## src/rtl/sha256_compress.sv

```systemverilog
// SHA-256 compression core: one round per clock, K constants fetched from an external ROM.
// A 16-word sliding window supplies the message schedule W.
module sha256_compress (
    input  logic         clk,
    input  logic         rst,
    input  logic         start,
    input  logic         init,
    input  logic [511:0] block_in,
    output logic         busy,
    output logic         done,
    output logic [255:0] digest,
    output logic         rom_rd,
    output logic [5:0]   rom_addr,
    input  logic [31:0]  rom_k
);

    localparam logic [255:0] IV = {
        32'h6a09e667, 32'hbb67ae85, 32'h3c6ef372, 32'ha54ff53a,
        32'h510e527f, 32'h9b05688c, 32'h1f83d9ab, 32'h5be0cd19
    };

    typedef enum logic [1:0] {StIdle, StLoad, StRound, StFinal} state_e;

    state_e        state_q, state_d;
    logic [5:0]    t_q, t_d;
    logic [31:0]   w_q [16];
    logic [31:0]   v_q [8];
    logic          init_q;
    logic          done_q;
    logic [255:0]  digest_q;
    logic [255:0]  hsel;
    logic [31:0]   t1, t2, w_new;

    function automatic logic [31:0] rotr(input logic [31:0] x, input int unsigned n);
        return (x >> n) | (x << (32 - n));
    endfunction

    function automatic logic [31:0] bsig0(input logic [31:0] x);
        return rotr(x, 2) ^ rotr(x, 13) ^ rotr(x, 22);
    endfunction

    function automatic logic [31:0] bsig1(input logic [31:0] x);
        return rotr(x, 6) ^ rotr(x, 11) ^ rotr(x, 25);
    endfunction

    function automatic logic [31:0] ssig0(input logic [31:0] x);
        return rotr(x, 7) ^ rotr(x, 18) ^ (x >> 3);
    endfunction

    function automatic logic [31:0] ssig1(input logic [31:0] x);
        return rotr(x, 17) ^ rotr(x, 19) ^ (x >> 10);
    endfunction

    // digest is frozen until the FINAL edge, so it still holds the pre-block chaining value
    assign hsel = init_q ? IV : digest_q;

    always_comb begin
        t1 = v_q[7] + bsig1(v_q[4]) + ((v_q[4] & v_q[5]) ^ (~v_q[4] & v_q[6]))
             + rom_k + w_q[0];
        t2 = bsig0(v_q[0]) + ((v_q[0] & v_q[1]) ^ (v_q[0] & v_q[2]) ^ (v_q[1] & v_q[2]));
        w_new = ssig1(w_q[14]) + w_q[9] + ssig0(w_q[1]) + w_q[0];
    end

    always_comb begin
        state_d  = state_q;
        t_d      = t_q;
        rom_rd   = 1'b0;
        rom_addr = 6'd0;
        unique case (state_q)
            StIdle: begin
                if (start) state_d = StLoad;
            end
            StLoad: begin
                rom_rd   = 1'b1;
                rom_addr = 6'd0;
                t_d      = 6'd0;
                state_d  = StRound;
            end
            StRound: begin
                if (t_q != 6'd63) begin
                    rom_rd   = 1'b1;
                    rom_addr = t_q + 6'd1;
                    t_d      = t_q + 6'd1;
                end else begin
                    t_d     = 6'd0;
                    state_d = StFinal;
                end
            end
            StFinal: begin
                state_d = StIdle;
            end
            default: state_d = StIdle;
        endcase
    end

    assign busy   = (state_q != StIdle);
    assign done   = done_q;
    assign digest = digest_q;

    always_ff @(posedge clk) begin
        if (rst) begin
            state_q <= StIdle;
            t_q     <= 6'd0;
        end else begin
            state_q <= state_d;
            t_q     <= t_d;
        end
    end

    always_ff @(posedge clk) begin
        if (rst) begin
            done_q   <= 1'b0;
            digest_q <= IV;
            init_q   <= 1'b1;
        end else begin
            done_q <= (state_q == StFinal);
            if (state_q == StIdle && start) begin
                init_q <= init;
            end
            if (state_q == StFinal) begin
                for (int i = 0; i < 8; i++) begin
                    digest_q[255-32*i -: 32] <= hsel[255-32*i -: 32] + v_q[i];
                end
            end
        end
    end

    // Working variables and schedule window need no reset: always loaded on acceptance
    always_ff @(posedge clk) begin
        if (state_q == StIdle && start && !rst) begin
            for (int i = 0; i < 16; i++) begin
                w_q[i] <= block_in[511-32*i -: 32];
            end
            for (int i = 0; i < 8; i++) begin
                v_q[i] <= init ? IV[255-32*i -: 32] : digest_q[255-32*i -: 32];
            end
        end else if (state_q == StRound) begin
            for (int i = 0; i < 15; i++) begin
                w_q[i] <= w_q[i+1];
            end
            w_q[15] <= w_new;
            v_q[0] <= t1 + t2;
            v_q[1] <= v_q[0];
            v_q[2] <= v_q[1];
            v_q[3] <= v_q[2];
            v_q[4] <= v_q[3] + t1;
            v_q[5] <= v_q[4];
            v_q[6] <= v_q[5];
            v_q[7] <= v_q[6];
        end
    end

endmodule

```

## config.mk

```make
export PLATFORM = sky130hd
export DESIGN_NAME = sha256_compress
export DESIGN_NICKNAME = d
export VERILOG_FILES = /design/src/rtl/sha256_compress.sv
export SDC_FILE = /design/constraint.sdc
export NUM_CORES = 2
export LEC_CHECK = 0
export CELL_PAD_IN_SITES_DETAIL_PLACEMENT = 1
export CELL_PAD_IN_SITES_GLOBAL_PLACEMENT = 1
export CORE_ASPECT_RATIO = 1.4
export CORE_MARGIN = 2
export CORE_UTILIZATION = 45
export CTS_BUF_LIST = sky130_fd_sc_hd__clkbuf_16
export CTS_CLUSTER_DIAMETER = 200
export DETAILED_ROUTE_END_ITERATION = 8
export DONT_BUFFER_PORTS = 1
export PLACE_DENSITY = 0.82
export SYNTH_ARGS = -nofsm -noshare
export SYNTH_HDL_FRONTEND = slang
export SYNTH_SLANG_ARGS = --single-unit
```

## constraint.sdc

```tcl
create_clock -name clk -period 28.7 [get_ports clk]
set_clock_uncertainty 0.05 [all_clocks]
set_input_delay 2.87 -clock clk [delete_from_list [all_inputs] [get_ports clk]]
set_output_delay 2.87 -clock clk [all_outputs]
set_load 0.01 [all_outputs]
```

==> run metrics <==
root buf cell clkbuf_16; worst min-delay path category flip-flop to flip-flop; Synth area leader edfxtp_1; Worst EP required 29.11 ns; final-report setup violation count 0; Final period util 33.5%; Least-Margin Pin Slew 1.34 ns; drc violations 0; register area 0.0284 sq mm; initial antenna violation count 60; final net count 7,881; largest net degree at the start of global routing 199; num ports 813; Post-Syn Instances 6,933; outcome complete, no violations; TritonRoute pass-1 iters 6; synth top area cells edfxtp_1 34%, dfxtp_1 7.8%, ha_1 6.9%, nand2_1 6.0%, mux2_2 5.8%; Worst Setup End Kind flip-flop; H-tree depth 3; die area 0.155 sq mm; Ys Warns 0; PortBufs 0; unrepaired setup endpoints after global routing no; Detailed Route Iter0 Violations 3,977; Worst Setup Slack post-DPL 18.40 ns; Post-synth top flop edfxtp_1; FF+latch count, synth 1,034; vias in the first global route 57,000; Worst-path clk slew 0.07 ns; count of flip-flops with a built-in enable after synthesis 768; final wirelength 295,000 um; Critical-path top delay cell xor2_1; DR WL/cell 33.3 um; Worst Hold Launch w_q[7][61]; Filler cells 16,700; area of the core 0.151 sq mm; cell with the most instances after synthesis nand2_1; cts hold-fix bufs 0; Setup TNS 0 ns; number of max-cap violations 0; Post-Syn Area 0.0683 sq mm; Worst path depth 30; share of cells above drive strength 1 11.1%; grt ovf 0; Rel. slew slack 9.93%; GRT Overall Usage 37.3%; area of the multi-input gates 0.0374 sq mm; sequential cell area fraction in the yosys report 41.6%; critical path type input port to flip-flop; Post-Synthesis Net Count 8,054; Clock Path Buffers 3; crit path launch rom_k[0]; critical path's top delay family adder cells; Die X 333 um; GPL Wtd Cong 1.01; CP arrival 10.02 ns; CTS Buf Count 107; Final Max Slew Viols 0; post-synth top area share 33.8%; hold depth 2; detailed placer's ending HPWL 233,000 um; Synth Area per Inst 9.85 sq um; RR Startpoint v_q[1][27]; Clk Latency, worst-skew pair 0.78 ns; first-pass GRT wire length 412,000 um; Finished Layout Cells 8,860; max incr delay on CP 0.60 ns; vias per cell 6.11; DRT antenna net count 0; crit path time final 9.61 ns; setup bufs post-CTS 0; Max Freq 104 MHz; DR vias 54,200; Setup WS post-layout 19.09 ns; endpoints failing hold 0; post-cts gate resize count 0; Site Rows 169; Initial Util 45.2%; Vert. Die Dim 465 um; Layout area overhead 8.01%; Critical Path Fanout Max 3; r2r worst-path depth 30; type of element launching the critical path input port; buffers and inverters on the worst path 5; most frequent cells after synthesis 1,089 x nand2_1, 768 x edfxtp_1, 487 x o21ai_0; placed cells 8,617; CTS tree yes; Clock Sinks 1,034; Post-synth ARST share 0%; Distinct cells, synth 88
## cell type report
type | instances | share of cell area [%]
clock buffer | 108 | 3.67
multi-input combinational | 5225 | 50.7
inverter | 327 | 1.68
clock inverter | 93 | 1.25
antenna | 42 | 0.143
tap | 1966 | 3.34
timing repair buffer | 65 | 0.696
sequential | 1034 | 38.5
## layout by cell type, fill, tap and decap left out, types with 18 or more instances in the layout
cell type / Yosys / final
clkinv_1: 4 / 18
o31ai_1: 34 / 34
nand2b_1: 44 / 44
or3_1: 29 / 29
clkbuf_16: 0 / 108
nor2_1: 392 / 391
and3_1: 41 / 41
fa_1: 195 / 195
a211o_1: 29 / 29
ha_1: 378 / 376
edfxtp_1: 768 / 768
a21o_1: 189 / 189
o21bai_1: 61 / 61
nand4_1: 24 / 24
a31oi_1: 37 / 37
xor2_1: 149 / 149
o21a_1: 43 / 43
o21ai_0: 487 / 485
nand3_1: 73 / 72
diode_2: 0 / 42
mux2_2: 352 / 352
nor3_1: 92 / 92
or2_2: 146 / 146
xnor2_1: 404 / 404
mux2i_1: 95 / 95
inv_1: 322 / 351
a21oi_1: 382 / 382
nor2b_1: 157 / 157
dfxtp_1: 266 / 265
a211oi_1: 34 / 34
nand2_1: 1089 / 1088
o211ai_1: 27 / 27
buf_4: 0 / 63
## worst min-delay path, cell delays in order, from the launching register on
cell,delay (ns)
edfxtp_1,0.32
nand2_1,0.05
nand2_1,0.05
## flip-flops by register name (all words and copies together), names as in the netlist
| signal | cells |
|---|---|
| init_q | 1 |
| v_q | 256 |
| t_q | 6 |
| w_q | 512 |
| state_q | 2 |
| done | 1 |
| digest | 256 |
## cells by family (layout without fill, tap and decap cells)
logic type	Yosys count	after routing	synth area share (%)
mux	448	448	7.22
other cells	0	42	0
xor+xnor	554	554	7.13
compound gates	1484	1484	13.4
simple gates	2163	2163	14.3
buf+inv	674	593	3.71
flops	1034	1034	41.6
fa+ha+maj	576	576	12.7
## path summary, 6_finish.rpt
kind                endpoint  slack [ns]
hold / removal    w_q[7][29]        0.46
setup / recovery  v_q[0][31]       19.09
setup reg to reg  v_q[0][31]       19.98
hold reg to reg   w_q[7][29]        0.46
## metrics by stage
step	utilization, %	area, sq um	hold WS [ns]
after floorplan	-	68300	0.413
after global placement	46.4	70000	0.422
after detailed placement	46.4	70000	0.437
after CTS	48.8	73600	0.470
after global routing	48.8	73700	0.493
final	48.8	73700	0.465
## per-layer routing
layer  share of wire, %  track usage [%]
met4                 12             36.6
met1                 31             34.5
met5              0.039                0
met2                 49             64.8
met3                8.1             10.5
Power is left out: the tool's default activity adds up to more than one toggle a clock period on the data nets, which glitch-free logic cannot reach.
